**config.mk**
```make
export PLATFORM = sky130hd
export DESIGN_NAME = click_classifier
export DESIGN_NICKNAME = d
export VERILOG_FILES = /design/src/rtl/click_classifier.sv
export SDC_FILE = /design/constraint.sdc
export NUM_CORES = 1
export LEC_CHECK = 0
export CAP_MARGIN = 20
export CORE_UTILIZATION = 50
export CTS_BUF_LIST = sky130_fd_sc_hd__clkbuf_8
export DETAILED_ROUTE_END_ITERATION = 10
export PLACE_DENSITY = 0.75
export RECOVER_POWER = 100
export SETUP_SLACK_MARGIN = 0.4
export SLEW_MARGIN = 20
export SYNTH_ARGS = -nofsm -noshare
export SYNTH_HDL_FRONTEND = slang
export SYNTH_SLANG_ARGS = --single-unit
```
**constraint.sdc**
```tcl
create_clock -name clk_i -period 2.4 [get_ports clk_i]
set_input_delay 0.36 -clock clk_i [delete_from_list [all_inputs] [get_ports clk_i]]
set_output_delay 0.36 -clock clk_i [all_outputs]
set_load 0.01 [all_outputs]
```
**src/rtl/click_classifier.sv**
```systemverilog
// click_classifier: groups debounced key-press strobes into bursts and reports burst size.
// Optional CLICK_CLASSIFIER_TOTAL_EN adds a free-running 16-bit press counter output.
module click_classifier #(
    parameter int CLK_FREQ_MHZ = 20,
    parameter int WINDOW_US    = 250,
    parameter int MAX_CLICKS   = 3
) (
    input  logic                              clk_i,
    input  logic                              srst_i,
    input  logic                              key_pressed_stb_i,
    output logic [$clog2(MAX_CLICKS+1)-1:0]   clicks_o,
    output logic                              clicks_valid_o,
`ifdef CLICK_CLASSIFIER_TOTAL_EN
    output logic [15:0]                       total_clicks_o,
`endif
    output logic                              busy_o
);

    localparam int WINDOW_CYCLES = CLK_FREQ_MHZ * WINDOW_US;
    localparam int CW            = $clog2(MAX_CLICKS + 1);
    localparam int TW            = $clog2(WINDOW_CYCLES);

    localparam logic [CW-1:0] C_MAX      = CW'(MAX_CLICKS);
    localparam logic [CW-1:0] C_ONE      = CW'(1);
    localparam logic [TW-1:0] T_LAST     = TW'(WINDOW_CYCLES - 1);
    localparam logic [TW-1:0] T_ONE      = TW'(1);

    typedef enum logic {
        S_IDLE = 1'b0,
        S_OPEN = 1'b1
    } state_t;

    state_t          r_state;
    logic [CW-1:0]   r_cnt;
    logic [TW-1:0]   r_timer;
    logic [CW-1:0]   r_clicks;
    logic            r_valid;
    logic            r_busy;

    logic [CW-1:0]   w_cnt_inc;
    logic            w_hit_max;
    logic            w_timeout;

    assign w_cnt_inc = r_cnt + C_ONE;
    assign w_hit_max = (w_cnt_inc == C_MAX);
    assign w_timeout = (r_timer == T_LAST);

    // A strobe always beats a timeout landing on the same edge.
    always_ff @(posedge clk_i) begin
        if (srst_i) begin
            r_state  <= S_IDLE;
            r_cnt    <= '0;
            r_timer  <= '0;
            r_clicks <= '0;
            r_valid  <= 1'b0;
            r_busy   <= 1'b0;
        end else begin
            r_valid <= 1'b0;
            case (r_state)
                S_IDLE: begin
                    if (key_pressed_stb_i) begin
                        r_cnt   <= C_ONE;
                        r_timer <= '0;
                        r_state <= S_OPEN;
                        r_busy  <= 1'b1;
                    end
                end
                S_OPEN: begin
                    if (key_pressed_stb_i && w_hit_max) begin
                        r_clicks <= C_MAX;
                        r_valid  <= 1'b1;
                        r_cnt    <= '0;
                        r_timer  <= '0;
                        r_state  <= S_IDLE;
                        r_busy   <= 1'b0;
                    end else if (key_pressed_stb_i) begin
                        r_cnt   <= w_cnt_inc;
                        r_timer <= '0;
                    end else if (w_timeout) begin
                        r_clicks <= r_cnt;
                        r_valid  <= 1'b1;
                        r_cnt    <= '0;
                        r_timer  <= '0;
                        r_state  <= S_IDLE;
                        r_busy   <= 1'b0;
                    end else begin
                        r_timer <= r_timer + T_ONE;
                    end
                end
                default: begin
                    r_state <= S_IDLE;
                    r_cnt   <= '0;
                    r_timer <= '0;
                    r_busy  <= 1'b0;
                end
            endcase
        end
    end

`ifdef CLICK_CLASSIFIER_TOTAL_EN
    logic [15:0] r_total;

    always_ff @(posedge clk_i) begin
        if (srst_i) begin
            r_total <= '0;
        end else if (key_pressed_stb_i) begin
            r_total <= r_total + 16'd1;
        end
    end

    assign total_clicks_o = r_total;
`endif

    assign clicks_o       = r_clicks;
    assign clicks_valid_o = r_valid;
    assign busy_o         = r_busy;

endmodule

```
==> Word level (Yosys, flattened, before mapping) <==
Cells that the tools add are included.
{ "op_classes": {"reduce_logical": 6, "muxes": 26, "bitwise_logic": 1, "eq_ne": 7, "addsub": 2} }
{ "ops": {"columns": ["operator", "count"], "rows": [
  ["13-bit two-way mux", 4],
  ["13-bit case mux with 2 select lines", 1],
  ["2-bit two-way mux", 7],
  ["13-bit by 1-bit adder with 13-bit output, second input constant", 1],
  ["13-bit equality test, second input constant", 1],
  ["1-bit two-way mux", 11],
  ["3-bit AND reduction", 2],
  ["4-bit by 2-bit != test with 1-bit output, second input constant", 1],
  ["1-bit case mux with 2 select lines", 2],
  ["2-bit case mux with 2 select lines", 1],
  ["3-bit by 1-bit != test with 1-bit output, second input constant", 1],
  ["3-bit by 2-bit != test with 1-bit output, second input constant", 1],
  ["2-bit by 1-bit adder with 2-bit output, second input constant", 1],
  ["2-bit equality test, second input constant", 1],
  ["2-bit by 1-bit != test with 1-bit output, second input constant", 1],
  ["2-bit != test, second input constant", 1],
  ["2-bit AND reduction", 1],
  ["2-bit nonzero test", 1],
  ["2-bit OR reduction", 1],
  ["1-bit logical AND", 1],
  ["1-bit inverter", 1]
]} }
{ "totals": {"output_inout_bits": 4, "in_bits": 3, "wordCells": 48, "regBits": 20} }

==> Logic depth before layout (Yosys ltp) <==
{ "depth": {"depth_word": 5, "mapped_depth": 7, "depth_no_buf": 5} }

==> Worst setup path before layout <==
Ideal clock, no wire load.
{ "synth_path": {"path_kind": "reg2reg", "from": "register r_timer[0]", "to": "register r_timer[11]", "setup_ns": 0.074, "path_buffers": 1, "t_required_ns": 2.326, "arrival_ns": 1.390, "synth_period_minus_slack_ns": 1.464, "stages_incl_launch_ff": 7, "setup_slack_ns": 0.936, "path_cell_list": "dfxtp_1 -> ha_1 -> nand2_1 -> and4b_1 -> buf_6 -> o41a_1 -> a31oi_1"} }
{ "synth_between": {"elab_chain_len": 5, "word_cells_on_any_way": 6, "cone_classes": "add/sub: 1; eq/ne: 1; mux: 4"} }
{ "synth_lines": {"columns": ["element", "line_no", "source"], "rows": [
  ["from (decl)", "35", "logic [TW-1:0] r_timer;"],
  ["from (signal assigned)", "87", "r_timer <= r_timer + T_ONE;"],
  ["13-bit by 1-bit adder with 13-bit output / 13-bit equality test (equally long branches)", "87, 46", null],
  ["13-bit two-way mux (*)", "79", "end else if (w_timeout) begin"],
  ["13-bit two-way mux (*)", "76", "end else if (key_pressed_stb_i) begin"],
  ["13-bit two-way mux (*)", "69", "if (key_pressed_stb_i && w_hit_max) begin"],
  ["13-bit case mux with 2 select lines (*)", "59", "case (r_state)"]
]} }
Mark *: on every way between the ends. The rest lies on a longest branch, timed or not.
A chain may end at the register's enable or synchronous reset.

==> out/qor.txt <==
FF+latch count, synth = 20
Reg2reg setup slack = 0.60 ns
Register area share after synthesis = 37.0%
Layout cells sized above 1 = 8.46%
Clk_skew = 0.000852 ns
Clock root cell = clkbuf_8
Minimum clock period = 1.91 ns
Avg Cell Area, Syn = 8.38 sq um
Final period utilization = 79.6%
Mapped cell area = 1080 sq um
Crit path largest cell delay = 0.57 ns
Tightest Pin Transition = 0.702 ns
Synth Area in Adders = 2.31%
Die width = 48.5 um
Antenna-violating nets left = 0
Critical path peak fanout = 12
CP cell instances = clkdlybuf4s50_1 -> or2_1 -> nor2_1 -> nand2_1 -> o21ai_0
Met3 usage = 3.77%
CTS tree = done
GP Congestion = 0.848
Residual DRC = 0
RR Endpoint = r_timer[3]
Hold Fails Final Rpt = 0
Synth cell types = 37
Post-placement cell area = 1130 sq um
Design Area, Final = 1170 sq um
Worst reg2reg path depth = 4
TritonRoute pass-1 iters = 4
Hold Buf Count CTS = 0
GR Overflow Total = 0
Sum of negative setup slack = 0 ns
Required @ worst endpoint = 2.58 ns
Starting Density = 54.0%
Fmax = 524 MHz
Routed WL = 2140 um
Synth Area in XOR/XNOR = 2.43%
Diode count = 0
Vias per std cell = 6.10
VDD IR max = 0.000404 V
Via Count = 958
Startpoint Class = input pin
Status = complete, no violations
Main combinational cell family by area after synthesis = simple AND/OR/NAND/NOR gates
Syn_nets = 134
Initial antenna violation count = 0
Core Area = 2000 sq um
CTS H-tree lvls = 1
GR met2 Demand/Resource = 31.2%
Hold Path End = r_timer[12]
Hpwl dp = 1510 um
NumNets Final = 137
Pwr/cell area = 529 nW/um^2
PortBufs = 6
M1 GR Usage = 26.4%
FF-to-FF Start = r_state
CP Class = input pin to register
RSZ-0062 raised after global routing = no
CP Capture Type = register
Gr usage total = 20.0%
Clock slew at reported path FFs = 0.07 ns
Global-route wire length before repair = 3660 um
Simple-Gate Fraction of Synth Area = 34.0%
Die area = 2350 sq um
# resized after CTS = 0
Slew Viols, Final = 0
Pin count of the biggest net entering global routing = 20
Vias in the first global route = 857
Detailed Route Iter0 Violations = 26
Cells after synthesis = 129
Post-CTS setup repair buffer count = 0
Routed len/inst = 13.6 um
Critical path data arrival time = 2.09 ns
Worst min-delay path class = register to register
IO Pins = 7
Worst hold path startpoint = r_timer[12]
Synth Area in Compound Gates = 16.3%
Top Usage Layer GRT = met2
Worst path slowest cell = nor2_1
Slew Limit Headroom = 53.0%
Area grow syn2layout = 8.45%
CTS buffer count = 3
P_leak = 0.429 nW
Max Root-Sink Buffers = 2
Max Cap Viol = 0
Synth warnings = 0
Std cell rows = 16
Post-synthesis mux area share = 0.926%
Die Y-Extent = 48.5 um
CP startpoint = srst_i
Worst-Skew Late Latency = 0.26 ns
Setup Viol. Count Final = 0
# clock sinks = 20
Hold Path Stages = 1
## layout make-up
class                           instances  area (sq um)
Clock buffer                            3          41.3
Fill cell                             189           830
Inverter                                5          18.8
Multi-Input combinational cell         94           603
Sequential cell                        20           400
Tap cell                               27          33.8
Timing Repair Buffer                    8          75.1
## flip-flops by register name, summed over array words and instances (netlist names)
signal / count
busy_o: 1
clicks_o: 2
clicks_valid_o: 1
r_cnt: 2
r_state: 1
r_timer: 13
## through the flow
stage	setup WS, ns	utilization, %	std cells	power (mW)	hold slack, ns
6_report	0.491	58.6	157	0.620	0.495
3_5_place_dp	0.462	56.6	154	0.408	0.469
3_3_place_gp	0.539	56.6	154	0.407	0.478
2_1_floorplan	0.936	-	129	0.396	0.439
4_1_cts	0.725	58.7	157	0.626	0.487
5_1_grt	0.311	58.6	157	0.644	0.512
## power by group
group | switching (mW) | internal (mW) | total [mW]
combinational | 0.0266 | 0.0227 | 0.0494
clock | 0.108 | 0.112 | 0.220
sequential | 0.0103 | 0.340 | 0.351
total | 0.145 | 0.475 | 0.620
## worst max path at each step
stage	endpoint	slack (ns)	cells after the start
floorplan	r_timer[11]	0.94	6
global placement	r_timer[5]	0.54	5
detailed placement	r_timer[3]	0.46	5
CTS	r_timer[3]	0.72	5
global route	r_timer[3]	0.31	5
finish	r_timer[3]	0.49	5
## cells in the final DEF, fill, tap and decap left out, types with 4 or more instances in the layout
cell,n
nor3_1,5
a31oi_1,11
nand3_1,12
nand2_1,12
dfxtp_1,20
dlygate4sd3_1,4
or3_1,4
a21oi_1,6
nor2_1,6
o22ai_1,5
inv_1,5
## cell families after synthesis
family	Yosys count
AOI/OAI and AO/OA	28
xor gates and xnor gates	3
adders and majority gates	2
buffers and inverters	15
DFF	20
muxes	1
and+or+nand+nor	60
## synth_stat cells (all sizes together)
library cell  number  area share (%)
o22ai              5             2.9
nand4              3             1.7
o21ai              3             1.4
xor2               2             1.6
a21oi              6             2.8
nor3b              1             1.2
nand2             12             4.2
or2                1            0.58
mux2i              1            0.93
nand2b             1            0.58
clkbuf             2            0.69
a31oi             11             6.4
o41a               2             2.1
nand3             12             5.6
and3               5             3.5
inv                5             1.7
nor2b              2             1.2
a41oi              1            0.81
nor3               5             2.3
dfxtp             20              37
or3                4             2.3
buf                8             4.5
nand4b             1             2.2
nor4               2             2.5
xnor2              1            0.81
nand3b             3             2.1
and4b              1            0.93
and4               1            0.93
nor2               6             2.3
ha                 2             2.3
## worst max-delay path, delay by kind of cell
| kind | cells | cell delay, ns |
|---|---|---|
| AO/OA/AOI/OAI | 1 | 0.21 |
| buffers and inverters | 1 | 0.43 |
| AND/OR/NAND/NOR | 3 | 1.08 |
## routing by layer
layer,wire (um),up-vias
met5,0,-
met4,48,0
met3,80,7
met2,970,24
met1,1040,447
li1,-,480
No activity file was read; power rests on OpenSTA's default activity.
==> RTL edit (config.mk and constraints unchanged) <==
The option `CLICK_CLASSIFIER_TOTAL_EN` is turned on by a define.
--- a/src/rtl/click_classifier.sv
+++ b/src/rtl/click_classifier.sv
@@ -1,4 +1,6 @@
 // click_classifier: groups debounced key-press strobes into bursts and reports burst size.
 // Optional CLICK_CLASSIFIER_TOTAL_EN adds a free-running 16-bit press counter output.
+`define CLICK_CLASSIFIER_TOTAL_EN
+
 module click_classifier #(
     parameter int CLK_FREQ_MHZ = 20,
Check against the original RTL (old outputs only; new: total_clicks_o): equivalent (Yosys induction, for registers that start in step).
==> RTL edit against the unedited design <==
- count of clock-buffer cells in the layout is 4 higher
- setup slack worse by 120 ps
- sequential cell count is 16 higher
- sequential share of layout area is 0.30 points higher
- worst hold slack worse by 9.7 ps
- critical path depth stayed put
- synthesized area is 58% higher
- utilization is 7.8 points higher
- routed wire length is 76% higher
- cell area is 78% higher
- cell count is 74% higher
- power is 86% higher
- critical path type unchanged
- largest cell class unchanged
==> RTL edit: results (changes against the unedited design) <==
[metrics] number of design-rule violations left by the first detailed-router iteration: 83 (+220%)
[metrics] sequential element share of the synthesized area: 42.2% (+5.2 points)
[metrics] kind of cell adding the most delay to the critical path: buffers and inverters
[metrics] largest net degree at the start of global routing: 24 (+20%)
[metrics] CP peak stage delay: 640 ps (+70 ps)
[metrics] worst-path cell with the longest stage delay: sky130_fd_sc_hd__dlygate4sd3_1
[metrics] detailed placement HPWL: 2660 um (+76%)
[metrics] complex-gate fraction of the synthesized area: 13.8% (-2.5 points)
[metrics] fraction of layout instances using a drive strength above 1: 8.73% (+0.27 points)
[metrics] first-pass GRT wire length: 6580 um (+80%)
[metrics] clock-pin slew reported for the worst setup and hold paths after clock tree synthesis: 70 ps (about the same)
[metrics] clock root cell: sky130_fd_sc_hd__clkbuf_8
[metrics] total track usage: 23.8% (+3.9 points)
[metrics] data arrival time of the critical path: 2200 ps (+110 ps)
[metrics] Port Buffers: 22 (+16)
[metrics] Max Clock Skew: 6.00 ps (+5.15 ps)
[metrics] arithmetic-cell share of the synthesized area counting full adders, half adders and majority gates: 2.20% (-0.12 points)
[metrics] Peak VDD IR: 0.379 mV (-6.2%)
[metrics] worst skew pair latency: 280 ps (+20 ps)
[metrics] flip-flop count of the largest register, all copies and words added: 16 (+3)
[metrics] total routed wirelength: 3770 um (+76%)
[metrics] Synth Area in XOR/XNOR: 7.18% (+4.7 points)
[metrics] worst slew margin relative to its limit: 52.7% (-0.33 points)
[metrics] post-place setup slack: 338 ps (-124 ps)
[metrics] outcome: complete, no violations
[metrics] number of global-route vias before repair: 1521 (+77%)
[metrics] Leakage Power: 0.763 nW (+78%)
[metrics] number of nets in the layout: 235 (+72%)
[metrics] switch share: 22.4% (-0.95 points)
[metrics] number of vias in the routed layout: 1582 (+65%)
[metrics] global placement routability congestion: 0.805 (-5.1%)
[metrics] post-synthesis cell count: 199 (+54%)
[metrics] count of distinct cell types in the synthesized netlist: 43 (+16%)
[metrics] most used standard cells in the synthesized netlist: 36 x sky130_fd_sc_hd__dfxtp_1, 24 x sky130_fd_sc_hd__nor2_1, 18 x sky130_fd_sc_hd__nand2_1, 11 x sky130_fd_sc_hd__nand3_1, 10 x sky130_fd_sc_hd__xor2_1
[metrics] worst-path fanout max: 14 (+2)
[metrics] cells taking the most area after synthesis: sky130_fd_sc_hd__dfxtp_1 42%, sky130_fd_sc_hd__nor2_1 5.3%, sky130_fd_sc_hd__xor2_1 5.1%, sky130_fd_sc_hd__nand2_1 4.0%, sky130_fd_sc_hd__nand3_1 3.2%
[metrics] number of antenna violations at the first check in global routing: 0 (unchanged)
[metrics] Syn Nets: 205 (+53%)
[metrics] drt pass-1 iters: 4 (unchanged)
[metrics] share of cell area taken by muxes after synthesis: 1.83% (+0.91 points)
[metrics] CTS buffer count: 5 (+2)
[metrics] H-tree depth: 2 (+1)
RTL edit: changes by cell type after synthesis, moves of 8 or more:
cell and change:
sky130_fd_sc_hd__a31oi_1 -10, sky130_fd_sc_hd__dfxtp_1 +16, sky130_fd_sc_hd__nor2_1 +19, sky130_fd_sc_hd__xor2_1 +8
RTL edit: worst reg2reg max path: cells and delay by family, from the launching register on:
kind / cells / cell delay (ps)
AOI/OAI and AO/OA: 2 / 660
DFF: 1 / 380
and+or+nand+nor: 2 / 720
RTL edit: layer usage:
metal / track usage, % / wire length (um)
met1: 31.1 / 1710
met2: 38.1 / 1760
met3: 5.54 / 240
met4: 9.74 / 61
met5: 0 / 0
RTL edit: cells by family (layout without fill, tap and decap cells):
logic type | count (synthesis) | in the layout
multiplexers | 3 | 3
adder cells (fa/ha/maj) | 3 | 3
AO/OA/AOI/OAI | 36 | 36
AND/OR/NAND/NOR | 96 | 96
flip-flops | 36 | 36
XOR/XNOR | 14 | 14
buffers and inverters | 11 | 41
RTL edit: through the flow:
stage               cells  area (um2)  utilization [%]
global placement      266        2010             63.6
global route          273        2090             66.3
detailed placement    266        2010             63.6
CTS                   273        2100             66.7
finish                273        2090             66.3
floorplan             199        1710                -
RTL edit: layout make-up:
class	count	area [um2]
multi-input combinational	152	943
tap	44	55.1
sequential	36	721
timing repair buffer	28	254
inverter	6	22.5
clock buffer	7	96.3
fill	279	1060
RTL edit: worst paths after layout:
check        cells after the start  slack (ps)                     from                      end
min                              2         480  r_timer[1]$_SDFFE_PP0P_  r_timer[1]$_SDFFE_PP0P_
max                              5         370        key_pressed_stb_i  r_timer[5]$_SDFFE_PP0P_
max reg2reg                      4         550  r_timer[3]$_SDFFE_PP0P_  r_timer[5]$_SDFFE_PP0P_
min reg2reg                      2         480  r_timer[1]$_SDFFE_PP0P_  r_timer[1]$_SDFFE_PP0P_
RTL edit: what timing repair did:
item                                    CTS  global route
setup buffers                             0             0
endpoints found under the hold margin     0             0
gates resized for setup                   0             1
endpoints found under the setup margin    0             5
RTL edit: power by group through the flow:
stage	clock network [W]	registers, W	logic, W
2_1_floorplan	0	0.000633	0.0000445
4_1_cts	0.000474	0.000619	0.0000779
6_report	0.000462	0.000619	0.0000733
3_5_place_dp	0	0.000632	0.0000775
5_1_grt	0.000493	0.000621	0.0000827
3_3_place_gp	0	0.000631	0.0000756
